<file path="src/rtl/ov5640_sccb_pkg.sv">
// Shared types and constants for the OV5640 SCCB write master.
package ov5640_sccb_pkg;

   typedef enum logic [2:0] {IDLE, START, BIT, STOP, GAP} state_t;

   localparam int         FRAME_BITS   = 36;
   localparam int         START_Q      = 2;
   localparam int         STOP_Q       = 3;
   localparam logic [7:0] DEF_DEV_ADDR = 8'h78;

   // Ack slots hold 1 so that driving ~bit releases SIOD there.
   function automatic logic [FRAME_BITS-1:0] build_frame(input logic [7:0]  dev,
                                                         input logic [15:0] addr,
                                                         input logic [7:0]  value);
      return {dev, 1'b1, addr[15:8], 1'b1, addr[7:0], 1'b1, value, 1'b1};
   endfunction

   function automatic logic is_ack_slot(input logic [5:0] idx);
      return (idx % 6'd9) == 6'd8;
   endfunction

endpackage

</file>
<file path="src/rtl/ov5640_sccb_qtick_gen.sv">
// Quarter-SCL-period strobe generator; counts only while enabled, restarts on clear.
module sccb_qtick_gen #(
   parameter int Q = 125
) (
   input  logic clk_sys,
   input  logic reset_n,
   input  logic en,
   input  logic clr,
   output logic qtick
);

   localparam int            CW   = (Q > 1) ? $clog2(Q) : 1;
   localparam logic [CW-1:0] LAST = CW'(Q - 1);

   logic [CW-1:0] cnt;

   // NOTE: sequential state uses non-blocking assignments so every register sees pre-edge values.
   always_ff @(posedge clk_sys or negedge reset_n) begin
      if (!reset_n)
         cnt <= '0;
      else if (clr)
         cnt <= '0;
      else if (en)
         cnt <= (cnt == LAST) ? '0 : cnt + 1'b1;
   end

   assign qtick = en && (cnt == LAST);

endmodule

</file>
<file path="src/rtl/ov5640_sccb_master.sv">
// SCCB write master: one accepted start becomes a START / 36-bit frame / STOP / bus-free gap sequence.
module ov5640_sccb_master
   import ov5640_sccb_pkg::*;
#(
   parameter int         CLK_HZ   = 50_000_000,
   parameter int         SCL_HZ   = 100_000,
   parameter logic [7:0] DEV_ADDR = DEF_DEV_ADDR,
   parameter int         GAP_Q    = 4
) (
   input  logic        clk_sys,
   input  logic        reset_n,
   input  logic        start,
   input  logic [15:0] address,
   input  logic [7:0]  data,
   output logic        ready,
   output logic        done,
   output logic        nack,
   output logic        sioc,
   output logic        siod_oe,
   input  logic        siod_in
);

   localparam int         Q        = CLK_HZ / (4 * SCL_HZ);
   localparam int         QW       = (GAP_Q > 4) ? $clog2(GAP_Q) : 2;
   localparam logic [5:0] LAST_BIT = 6'(FRAME_BITS - 1);

   if (Q < 1) begin : g_bad_clk
      $error("CLK_HZ/(4*SCL_HZ) must be at least 1");
   end
   if (GAP_Q < 1) begin : g_bad_gap
      $error("GAP_Q must be at least 1");
   end

   state_t                 state;
   logic [QW-1:0]          quarter;
   logic [5:0]             bit_idx;
   logic [FRAME_BITS-1:0]  shreg;
   logic                   qtick;
   logic                   accept;

   assign accept = (state == IDLE) && start;
   assign ready  = (state == IDLE) && !start;

   sccb_qtick_gen #(.Q(Q)) u_qtick (
      .clk_sys (clk_sys),
      .reset_n (reset_n),
      .en      (state != IDLE),
      .clr     (accept),
      .qtick   (qtick)
   );

   // Each qtick closes the current quarter; outputs for the next quarter are set on that edge.
   always_ff @(posedge clk_sys or negedge reset_n) begin
      if (!reset_n) begin
         state   <= IDLE;
         quarter <= '0;
         bit_idx <= '0;
         shreg   <= '0;
         sioc    <= 1'b1;
         siod_oe <= 1'b0;
         done    <= 1'b0;
         nack    <= 1'b0;
      end else begin
         done <= 1'b0;
         case (state)
            IDLE: begin
               if (start) begin
                  shreg   <= build_frame(DEV_ADDR, address, data);
                  nack    <= 1'b0;
                  quarter <= '0;
                  bit_idx <= '0;
                  sioc    <= 1'b1;
                  siod_oe <= 1'b1;
                  state   <= START;
               end
            end
            START: begin
               if (qtick) begin
                  if (quarter == QW'(START_Q - 1)) begin
                     quarter <= '0;
                     siod_oe <= ~shreg[FRAME_BITS-1];
                     state   <= BIT;
                  end else begin
                     quarter <= quarter + 1'b1;
                     sioc    <= 1'b0;
                  end
               end
            end
            BIT: begin
               if (qtick) begin
                  quarter <= quarter + 1'b1;
                  case (quarter[1:0])
                     2'd0: sioc <= 1'b1;
                     2'd1: sioc <= 1'b1;
                     2'd2: begin
                        sioc <= 1'b0;
                        if (is_ack_slot(bit_idx))
                           nack <= nack | siod_in;
                     end
                     default: begin
                        quarter <= '0;
                        if (bit_idx == LAST_BIT) begin
                           siod_oe <= 1'b1;
                           state   <= STOP;
                        end else begin
                           bit_idx <= bit_idx + 1'b1;
                           shreg   <= {shreg[FRAME_BITS-2:0], 1'b1};
                           siod_oe <= ~shreg[FRAME_BITS-2];
                        end
                     end
                  endcase
               end
            end
            STOP: begin
               if (qtick) begin
                  if (quarter == QW'(STOP_Q - 1)) begin
                     quarter <= '0;
                     state   <= GAP;
                  end else begin
                     quarter <= quarter + 1'b1;
                     if (quarter == '0)
                        sioc <= 1'b1;
                     else
                        siod_oe <= 1'b0;
                  end
               end
            end
            GAP: begin
               if (qtick) begin
                  if (quarter == QW'(GAP_Q - 1)) begin
                     quarter <= '0;
                     done    <= 1'b1;
                     state   <= IDLE;
                  end else begin
                     quarter <= quarter + 1'b1;
                  end
               end
            end
            default: state <= IDLE;
         endcase
      end
   end

endmodule

</file>
<file path="config.mk">
export PLATFORM = sky130hd
export DESIGN_NAME = ov5640_sccb_master
export DESIGN_NICKNAME = d
export VERILOG_FILES = /design/src/rtl/ov5640_sccb_pkg.sv /design/src/rtl/ov5640_sccb_qtick_gen.sv /design/src/rtl/ov5640_sccb_master.sv
export SDC_FILE = /design/constraint.sdc
export NUM_CORES = 1
export LEC_CHECK = 0
export CORE_ASPECT_RATIO = 0.75
export CORE_MARGIN = 5
export CORE_UTILIZATION = 45
export CTS_CLUSTER_DIAMETER = 120
export DETAILED_ROUTE_END_ITERATION = 12
export GPL_TIMING_DRIVEN = 0
export PLACE_DENSITY = 0.66
export SYNTH_ARGS = -nofsm -noshare
export SYNTH_HDL_FRONTEND = slang
export SYNTH_SLANG_ARGS = --single-unit
</file>
<file path="constraint.sdc">
create_clock -name clk_sys -period 4.4 [get_ports clk_sys]
set_input_delay 0.44 -clock clk_sys [delete_from_list [all_inputs] [get_ports clk_sys]]
set_output_delay 0.44 -clock clk_sys [all_outputs]
set_load 0.005 [all_outputs]
</file>
# Yosys cells after proc, flatten, opt, wreduce, memory -nomap -nowiden
# Index checks and enable logic that the tools add are counted.
[totals]
ff_bits = 58
in_bits = 28
output_inout_bits = 5
[classes]
add_sub_neg = 3
div_mod_pow = 1
n_eq_ne = 28
n_mux = 60
n_bitwise = 3
n_reduce_logical = 19
[ops]
columns = ["op", "count"]
rows = [
  ["36-bit 2-to-1 mux", 4],
  ["36-bit case mux with 2 select lines", 1],
  ["2-bit != test, second input constant", 17],
  ["3-bit 2-to-1 mux", 10],
  ["6-bit 2-to-1 mux", 4],
  ["1-bit 2-to-1 mux", 22],
  ["7-bit 2-to-1 mux", 3],
  ["2-bit 2-to-1 mux", 9],
  ["9-bit AND reduction", 2],
  ["3-bit case mux with 5 select lines", 1],
  ["6-bit case mux with 2 select lines", 1],
  ["2-bit case mux with 5 select lines", 1],
  ["10-bit AND reduction", 1],
  ["5-bit AND reduction", 2],
  ["1-bit case mux with 4 select lines", 2],
  ["7-bit by 1-bit adder with 7-bit output, second input constant", 1],
  ["7-bit equality test, second input constant", 1],
  ["6-bit by 1-bit adder with 6-bit output, second input constant", 1],
  ["3-bit by 2-bit equality test with 1-bit output, second input constant", 2],
  ["6-bit by 4-bit equality test with 1-bit output, second input constant", 1],
  ["6-bit equality test, second input constant", 1],
  ["6-bit by 4-bit remainder unit with 6-bit output, second input constant", 1],
  ["6-bit AND reduction", 1],
  ["5-bit nonzero test", 1],
  ["18 further kinds", 24],
]

# Depth between registers and ports, before layout
# Gate-level depths: netlist of run 1.
[depth]
depth_word = 6
depth_mapped = 16
depth_no_buf = 13

# Cells and area by module
# A second synthesis of run 1 with hierarchy kept.
[unflattened]
cells_unflattened = 400
area_unflattened_um2 = 3627.2
[by_module_without_submodules]
columns = ["mod", "instances", "cells_per_inst", "area_each_um2", "seq_area_each_um2"]
rows = [
  ["ov5640_sccb_master", 1, 353, 3183.1, 1277.5],
  ["sccb_qtick_gen", 1, 47, 444.2, 175.2],
]

# Worst setup path before layout of run 1
# Ideal clock, no wire load.
[synth_path]
path_kind = "flip-flop to flip-flop"
from = "register bit_idx[4]"
to = "register nack"
arrival_time_ps = 3173
setup_slack_ps = 1150
stages_incl_launch_ff = 17
path_buffers = 3
synth_period_minus_slack_ps = 3250
path_cell_list = "dfrtp_1 buf_2 clkbuf_1 nor2_1 nor2_1 a21oi_1 ha_1 clkbuf_1 mux2i_1 o221ai_1 nor2_1 xnor2_1 ha_1 nor3b_1 mux2i_1 a2111o_1 a21oi_1"
[synth_via]
elab_chain_len = 4
[synth_rtl]
columns = ["element", "line_no", "rtl"]
rows = [
  ["start, declared", "ov5640_sccb_master.sv:36", "logic [5:0] bit_idx;"],
  ["start signal, assigned", "ov5640_sccb_master.sv:106", "bit_idx <= bit_idx + 1'b1;"],
  ["6-bit by 4-bit remainder unit with 6-bit output", "ov5640_sccb_pkg.sv:19", "return (idx % 6'd9) == 6'd8;"],
  ["6-bit by 4-bit equality test with 1-bit output", "ov5640_sccb_pkg.sv:19", ""],
  ["2-bit != test (no source line)", "n/a", ""],
  ["5-bit AND reduction (no source line)", "n/a", ""],
  ["end signal, assigned", "ov5640_sccb_master.sv:98", "nack <= nack | siod_in;"],
  ["end, declared", "ov5640_sccb_master.sv:17", "output logic nack,"],
]
# Every way passes these cells.
# A chain may end at the register's enable or synchronous reset.

# Worst setup path in the final report of run 1
# Ends and elaborated chain as after synthesis.

==> metrics.md, run 1 <==
| Metric | Value |
|---|---|
| Die H | `86.7 um` |
| Synth Area in Compound Gates | `0.192` |
| Initial core utilization | `0.454` |
| Drt via density | `5.42` |
| Area contributors post-synth | `dfrtp_1 (40%), nand2_1 (7.2%), ha_1 (6.0%), nor2_1 (5.8%), a31oi_1 (5.0%)` |
| Number of global-route vias before repair | `2995` |
| Non-filler cells, final | `577` |
| Placed wire-length estimate | `5790 um` |
| Final Total Pwr | `2.30 mW` |
| Worst Setup Start Kind | `flop` |
| CTS hold repair buffers | `0` |
| Maxcap violations | `0` |
| DRC Markers | `0` |
| Post-synth top cells | `nand2_1 (68), dfrtp_1 (57), nor2_1 (55), a31oi_1 (28), a21oi_1 (23)` |
| Max stage delay on crit path | `0.42 ns` |
| Post-Synth Simple-Gate Area | `0.243` |
| Area of the core | `7780 um2` |
| Leakage power | `1.72 nW` |
| Yosys reg bits | `58` |
| I/O pin cnt | `33` |
| Crit path arrival time | `4.10 ns` |
| Status | `complete, no violations` |
| P&R area growth vs syn | `18.6%` |
| Nets | `512` |
| Post-synth top area cell | `dfrtp_1` |
| Placed cell areas | `4000 um2` |
| Avg Inst Size Synth | `8.34 um2` |
| Setup WS post-layout | `0.568 ns` |
| Post-Route WL | `8090 um` |
| Endpoints failing setup | `0` |
| Diode count | `0` |
| Tmin final | `3.83 ns` |
| Mapped cell area | `3530 um2` |
| Slew Limit Fails | `0` |
| Launch point of the worst reg-to-reg path | `bit_idx[4]` |
| Critical path startpoint | `bit_idx[4]` |
| Clock buffer count from CTS | `9` |
| Largest net degree at the start of global routing | `38` |
| # Post-CTS Setup Buffers | `0` |
| Peak supply drop | `0.000299 V` |
| Distinct cells, synth | `55` |
| Worst reg-to-reg setup slack | `0.57 ns` |
| Crit path top cell by count | `nor2_1` |
| CP max-delay cell | `a2111o_1` |
| Crit path kind | `reg -> reg` |
| R2R depth | `16` |
| Top-count cell post-synth | `nand2_1` |
| Worst r2r dst | `nack` |
| Multiplexer share of the synthesized area | `0.0209` |
| Initial antenna violation count | `0` |
| Total GRT Usage | `0.176` |
| Synth Net Count | `468` |
| TNS Setup | `0 ns` |
| Number of cell rows | `28` |
| Die X-Extent | `112 um` |
| Share of layout cells above drive strength 1 | `0.0847` |
| Post-synth EDFFs | `0` |
| Post-Synthesis Cells | `423` |
| Placer Congestion | `0.836` |
| IO Port Bufs | `32` |
| Die ar. | `9730 um2` |
| CTS tree | `done` |
| Crit. End Element | `flop` |
| Global route overflow | `0` |
| Maximum clock insertion buffer count | `2` |
| Worst-Margin Slew | `0.516 ns` |
| Seq/Total Area, Yosys | `0.412` |
| Placed insts | `561` |
| CTS Root Cell | `clkbuf_8` |
| Initial DRC count | `126` |
| DR vias | `3130` |
| Main combinational cell family by area after synthesis | `simple AND/OR/NAND/NOR gates` |
| Slew HR | `0.656` |
| Synth Area in Adders | `0.0603` |
| Clk sink count | `58` |
| Unrepaired setup endpoints after global routing | `false` |
| Final ANT Viol Nets | `0` |
| Worst skew pair latency | `0.34 ns` |
| Clk_skew | `0.00789 ns` |
| Clock Pin Slew Worst Setup and Hold Paths | `0.07 ns` |
| Post-synthesis xor/xnor area fraction | `0.0174` |
| Synth warn | `0` |
| H-tree depth | `3` |
| CTS resizes | `0` |
| Number of iterations in the first detailed-routing pass | `4` |
| Wire per inst | `14.0 um` |
| Ys async rst share | `1.00` |
| Pwr Density | `550 nW/um2` |
| Leading register cell type out of synthesis | `dfrtp_1` |
| Final Cell Area | `4190 um2` |
| Final hold vios | `0` |
| HP Class | `in -> async` |
| Filler cell count | `759` |
| Maximum fanout along the worst path | `10` |
| FMAX | `261 MHz` |
| Required time of the critical path | `4.67 ns` |
| Final period util | `0.871` |
| First-pass GRT wire length | `14200 um` |
| Crit path cell chain | `buf_2, clkbuf_1, nor2_1, nor2_1, a21oi_1, ha_1, clkbuf_1, mux2i_1, o221ai_1, nor2_1, xnor2_1, ha_1, nor3b_1, mux2i_1, a2111o_1, a21oi_1` |
| DP Worst Slack | `0.658 ns` |
| Synth top area share | `0.404` |
==> flip-flops by register name, indices dropped and copies added, names as in the netlist <==
signal and count:
u_qtick.cnt 7, shreg 36, siod_oe 1, nack 1, bit_idx 6, quarter 2
done 1, sioc 1, state 3
==> how the worst max path moves through the flow <==
stage / endpoint / slack (ns) / cells past startpoint
3_3_place_gp: nack / 0.78 / 16
3_5_place_dp: nack / 0.66 / 16
6_report: nack / 0.57 / 16
5_1_grt: nack / 0.14 / 16
4_1_cts: nack / 0.62 / 16
2_1_floorplan: nack / 1.15 / 16
==> critical path: cells and delay by family (launching register included) <==
family,cells,cell delay [ns]
muxes,2,0.24
DFF,1,0.36
buffers and inverters,3,0.79
xor gates and xnor gates,1,0.24
adders and majority gates,2,0.47
and+or+nand+nor,4,0.58
AOI/OAI and AO/OA,4,1.09
==> logic make-up (layout without fill, tap and decap cells) <==
| kind of cell | count (synthesis) | count (layout) |
|---|---|---|
| AO/OA/AOI/OAI | 104 | 104 |
| flip-flops | 58 | 58 |
| XOR/XNOR | 7 | 7 |
| buffers and inverters | 45 | 94 |
| adder cells (fa/ha/maj) | 17 | 17 |
| multiplexers | 7 | 7 |
| AND/OR/NAND/NOR | 185 | 185 |
==> layout make-up <==
cell class	count	area (um2)	share of cell area
Buffer	34	151	0.0362
Clock buffer	12	165	0.0394
Clock inverter	4	25.0	0.00598
Inverter	11	41.3	0.00986
Multi-Input combinational cell	320	1880	0.450
Sequential cell	58	1450	0.347
Tap cell	105	131	0.0314
Timing Repair Buffer	33	335	0.0801
==> layout by cell type (no fill, tap or decap), drive strengths merged, types with 3 or more instances in the layout <==
| master | n |
|---|---|
| o21ai | 26 |
| dfrtp | 57 |
| nor3b | 4 |
| nor2 | 56 |
| clkdlybuf4s50 | 31 |
| nor3 | 6 |
| nor2b | 5 |
| nand3b | 3 |
| inv | 11 |
| buf | 18 |
| mux2i | 4 |
| nand3 | 14 |
| nand2 | 68 |
| ha | 17 |
| a31oi | 28 |
| nand2b | 10 |
| a211oi | 4 |
| o31ai | 6 |
| xnor2 | 6 |
| mux2 | 3 |
| a21oi | 23 |
| nand4 | 3 |
| clkbuf | 30 |
| and2 | 3 |
| o211ai | 4 |
==> routing by layer <==
| metal | wire length, um | global-route usage |
|---|---|---|
| met1 | 4040 | 0.252 |
| met2 | 3610 | 0.271 |
| met3 | 345 | 0.0426 |
| met4 | 88 | 0.0459 |
| met5 | 0 | 0 |
==> where the power goes <==
group	internal (mW)	total, mW	switching [mW]	leakage (nW)
combinational	0.381	1.01	0.632	0.941
sequential	0.717	0.819	0.102	0.683
clock	0.248	0.470	0.222	0.0944
==> per-stage QoR <==
stage                     hold WS (ns)  utilization
after floorplan                  0.144            -
after global placement           0.455        0.512
after detailed placement         0.443        0.514
after CTS                       0.0754        0.538
after global routing             0.103        0.538
final                           0.0657        0.538
Note: power is estimated with default switching activity, not from simulation.
==> inputs of run 2 (changes only) <==
Settings changed: CORE_ASPECT_RATIO 0.75 to not set.
==> run 2 against run 1 <==
  * Non-clock buffer count unchanged
  * Wire length down 3.5%
  * Die area down 0.19%
  * Clock skew up 0.0012 ns
  * Final area up 0.57%
  * Worst hold slack better by 0.096 ns
  * Critical path type unchanged
==> metrics.md, run 2 (synthesis gave the netlist of run 1 again) <==
| Metric | Value |
|---|---|
| TNS Setup | `0 ns (unchanged)` |
| Diode count | `0 (unchanged)` |
| R2R depth | `16 (unchanged)` |
| Die X-Extent | `98.6 um (-12%)` |
| Combinational cell fraction of total power | `0.425 (-0.015)` |
| CTS tree | `done` |
| Maximum fanout along the worst path | `10 (unchanged)` |
| Slew Limit Fails | `0 (unchanged)` |
| DR vias | `3118 (-0.38%)` |
| Clk pwr share | `0.230 (+0.026)` |
| DRC Markers | `0 (unchanged)` |
| Crit path kind | `reg -> reg` |
| P&R area growth vs syn | `19.3%` |
| Post-Route WL | `7800 um (-3.5%)` |
| Internal | `1.41 mW (+5.0%)` |
| Nets | `512 (unchanged)` |
| Share of layout cells above drive strength 1 | `0.0847 (unchanged)` |
| Final ANT Viol Nets | `0 (unchanged)` |
| Placed insts | `558 (-0.53%)` |
| Total GRT Usage | `0.172 (-0.00469)` |
| Crit path arrival time | `4.04 ns (-0.06 ns)` |
| Die ar. | `9720 um2 (-0.19%)` |
| Worst Setup Start Kind | `flop` |
| Clk sink count | `58 (unchanged)` |
| Most frequent cells in the layout | `nand2_1 (68), dfrtp_1 (57), nor2_1 (55)` |
| Wire per inst | `13.6 um (-3.0%)` |
| Sequential Area | `1450 um2 (unchanged)` |
| Initial DRC count | `112 (-11%)` |
| First-pass GRT wire length | `13800 um (-2.2%)` |
| Final hold vios | `0 (unchanged)` |
| Final core occ | `0.548 (+0.00940)` |
| Non-filler cells, final | `574 (-0.52%)` |
| Number of iterations in the first detailed-routing pass | `5 (+1)` |
| Required time of the critical path | `4.66 ns (about the same)` |
| Final Cell Area | `4210 um2 (+0.57%)` |
| Maximum clock insertion buffer count | `2 (unchanged)` |
| Drt via density | `5.43 (+0.14%)` |
| Endpoints failing setup | `0 (unchanged)` |
| CTS resizes | `0 (unchanged)` |
| Most common cell after layout, fill and taps aside | `nand2_1` |
| CTS Root Cell | `clkbuf_8` |
| Clock Pin Slew Worst Setup and Hold Paths | `0.07 ns (about the same)` |
| Placer Congestion | `0.866 (+3.6%)` |
| Crit. End Element | `flop` |
| Clock buffer count from CTS | `9 (unchanged)` |
| Area of the core | `7690 um2 (-1.2%)` |
| Status | `complete, no violations` |
| Peak supply drop | `0.000309 V (+3.1%)` |
| Unrepaired setup endpoints after global routing | `false` |
| Global route overflow | `0 (unchanged)` |
| Worst reg-to-reg setup slack | `0.62 ns (+0.05 ns)` |
| Multi-input logic area | `1880 um2 (unchanged)` |
| Filler cell count | `741 (-2.4%)` |
| Top flop regs | `shreg: 36 flops, u_qtick.cnt: 7 flops, bit_idx: 6 flops` |
| FMAX | `264 MHz (+1.3%)` |
| Switching Fraction | `0.402 (-0.0133)` |
| Slew HR | `0.510 (-0.146)` |
| CTS hold repair buffers | `0 (unchanged)` |
| IO Port Bufs | `32 (unchanged)` |
| Clk_skew | `0.00913 ns (+0.00124 ns)` |
| Final period util | `0.860 (-0.0110)` |
| I/O pin cnt | `33 (unchanged)` |
| Number of cell rows | `32 (+14%)` |
| H-tree depth | `3 (unchanged)` |
| Tmin final | `3.78 ns (-0.0483 ns)` |
| # Post-CTS Setup Buffers | `0 (unchanged)` |
| HP Class | `in -> async` |
| Pwr Density | `561 nW/um2 (+2.1%)` |
| Psw | `0.950 mW (-0.59%)` |
| Flop pwr share | `0.345 (-0.011)` |
| Worst skew pair latency | `0.34 ns (about the same)` |
| Placed cell areas | `3990 um2 (about the same)` |
| Worst-Margin Slew | `0.735 ns (+0.219 ns)` |
| Largest net degree at the start of global routing | `33 (-13%)` |
| Die H | `98.6 um (+14%)` |
| Placed wire-length estimate | `5570 um (-3.9%)` |
| Biggest register | `shreg` |
| Launch point of the worst reg-to-reg path | `bit_idx[4]` |
| Worst r2r dst | `nack` |
| Initial antenna violation count | `0 (unchanged)` |
| Initial core utilization | `0.459 (+0.00532)` |
| Max reg flops | `36 (unchanged)` |
| Number of global-route vias before repair | `3042 (+1.6%)` |
| Leakage power | `1.73 nW (+0.63%)` |
| Maxcap violations | `0 (unchanged)` |
-- run 2: worst max-delay path by stage --
| stage | end | start | cells past startpoint | slack [ns] |
|---|---|---|---|---|
| 2_1_floorplan | nack | bit_idx[4] | 16 | 1.15 |
| 3_3_place_gp | nack | bit_idx[4] | 16 | 0.77 |
| 3_5_place_dp | nack | bit_idx[4] | 16 | 0.66 |
| 4_1_cts | nack | bit_idx[4] | 16 | 0.60 |
| 5_1_grt | nack | bit_idx[4] | 16 | 0.14 |
| 6_report | nack | bit_idx[4] | 16 | 0.62 |
-- run 2: stage by stage --
| step | hold slack, ns | power (mW) | worst slack, ns |
|---|---|---|---|
| final | 0.162 | 2.36 | 0.616 |
| after global routing | 0.207 | 2.58 | 0.141 |
| after CTS | 0.177 | 2.39 | 0.602 |
| after detailed placement | 0.452 | 1.83 | 0.658 |
| after global placement | 0.453 | 1.81 | 0.768 |
| after floorplan | 0.144 | 1.55 | 1.15 |
-- run 2: layout make-up --
cell class / count / area share
multi-input cells: 320 / 0.448
flip-flops and latches: 58 / 0.345
repair buffers: 33 / 0.0796
plain buffers: 34 / 0.0360
well taps: 102 / 0.0303
clock buffers: 9 / 0.0294
clock inverters: 7 / 0.0223
inverters: 11 / 0.00981
-- run 2: power by group through the flow --
stage / logic [mW] / registers (mW) / clock network, mW
2_1_floorplan: 0.752 / 0.801 / 0
3_3_place_gp: 0.984 / 0.821 / 0
3_5_place_dp: 1.01 / 0.824 / 0
4_1_cts: 1.01 / 0.815 / 0.559
5_1_grt: 1.15 / 0.839 / 0.588
6_report: 1.00 / 0.815 / 0.545
-- run 2: critical path: stages, from the launching register on --
cell      delay [ns]
dfrtp_1         0.36
buf_2           0.18
clkbuf_1        0.25
nor2_1          0.14
nor2_1          0.05
a21oi_1         0.18
ha_1            0.20
clkbuf_1        0.33
mux2i_1         0.13
o221ai_1        0.37
nor2_1          0.17
xnor2_1         0.25
ha_1            0.27
nor3b_1         0.19
mux2i_1         0.09
a2111o_1        0.41
a21oi_1         0.13
-- run 2: metal layers --
metal  GRT usage  part of all wire
met5           0                 0
met4      0.0693             0.021
met3      0.0382             0.037
met2       0.271              0.46
met1       0.230              0.48
==> inputs of run 3 (changes only) <==
--- a/config.mk
+++ b/config.mk
@@ -12,2 +12,3 @@
 export GPL_TIMING_DRIVEN = 0
+export HOLD_SLACK_MARGIN = 0.15
 export PLACE_DENSITY = 0.66
@@ -16 +17,2 @@
 export SYNTH_SLANG_ARGS = --single-unit
+export TNS_END_PERCENT = 1
==> constraint.sdc (replaced) <==
create_clock -name clk_sys -period 4.4 [get_ports clk_sys]
set_input_delay 0.66 -clock clk_sys [delete_from_list [all_inputs] [get_ports clk_sys]]
set_output_delay 0.66 -clock clk_sys [all_outputs]
set_load 0.005 [all_outputs]
==> results of run 3 <==
Same layout as run 2 (identical final DEF). Status: complete, no violations.
Among the figures that moved: hold slack 0.162 ns -> 0.382 ns
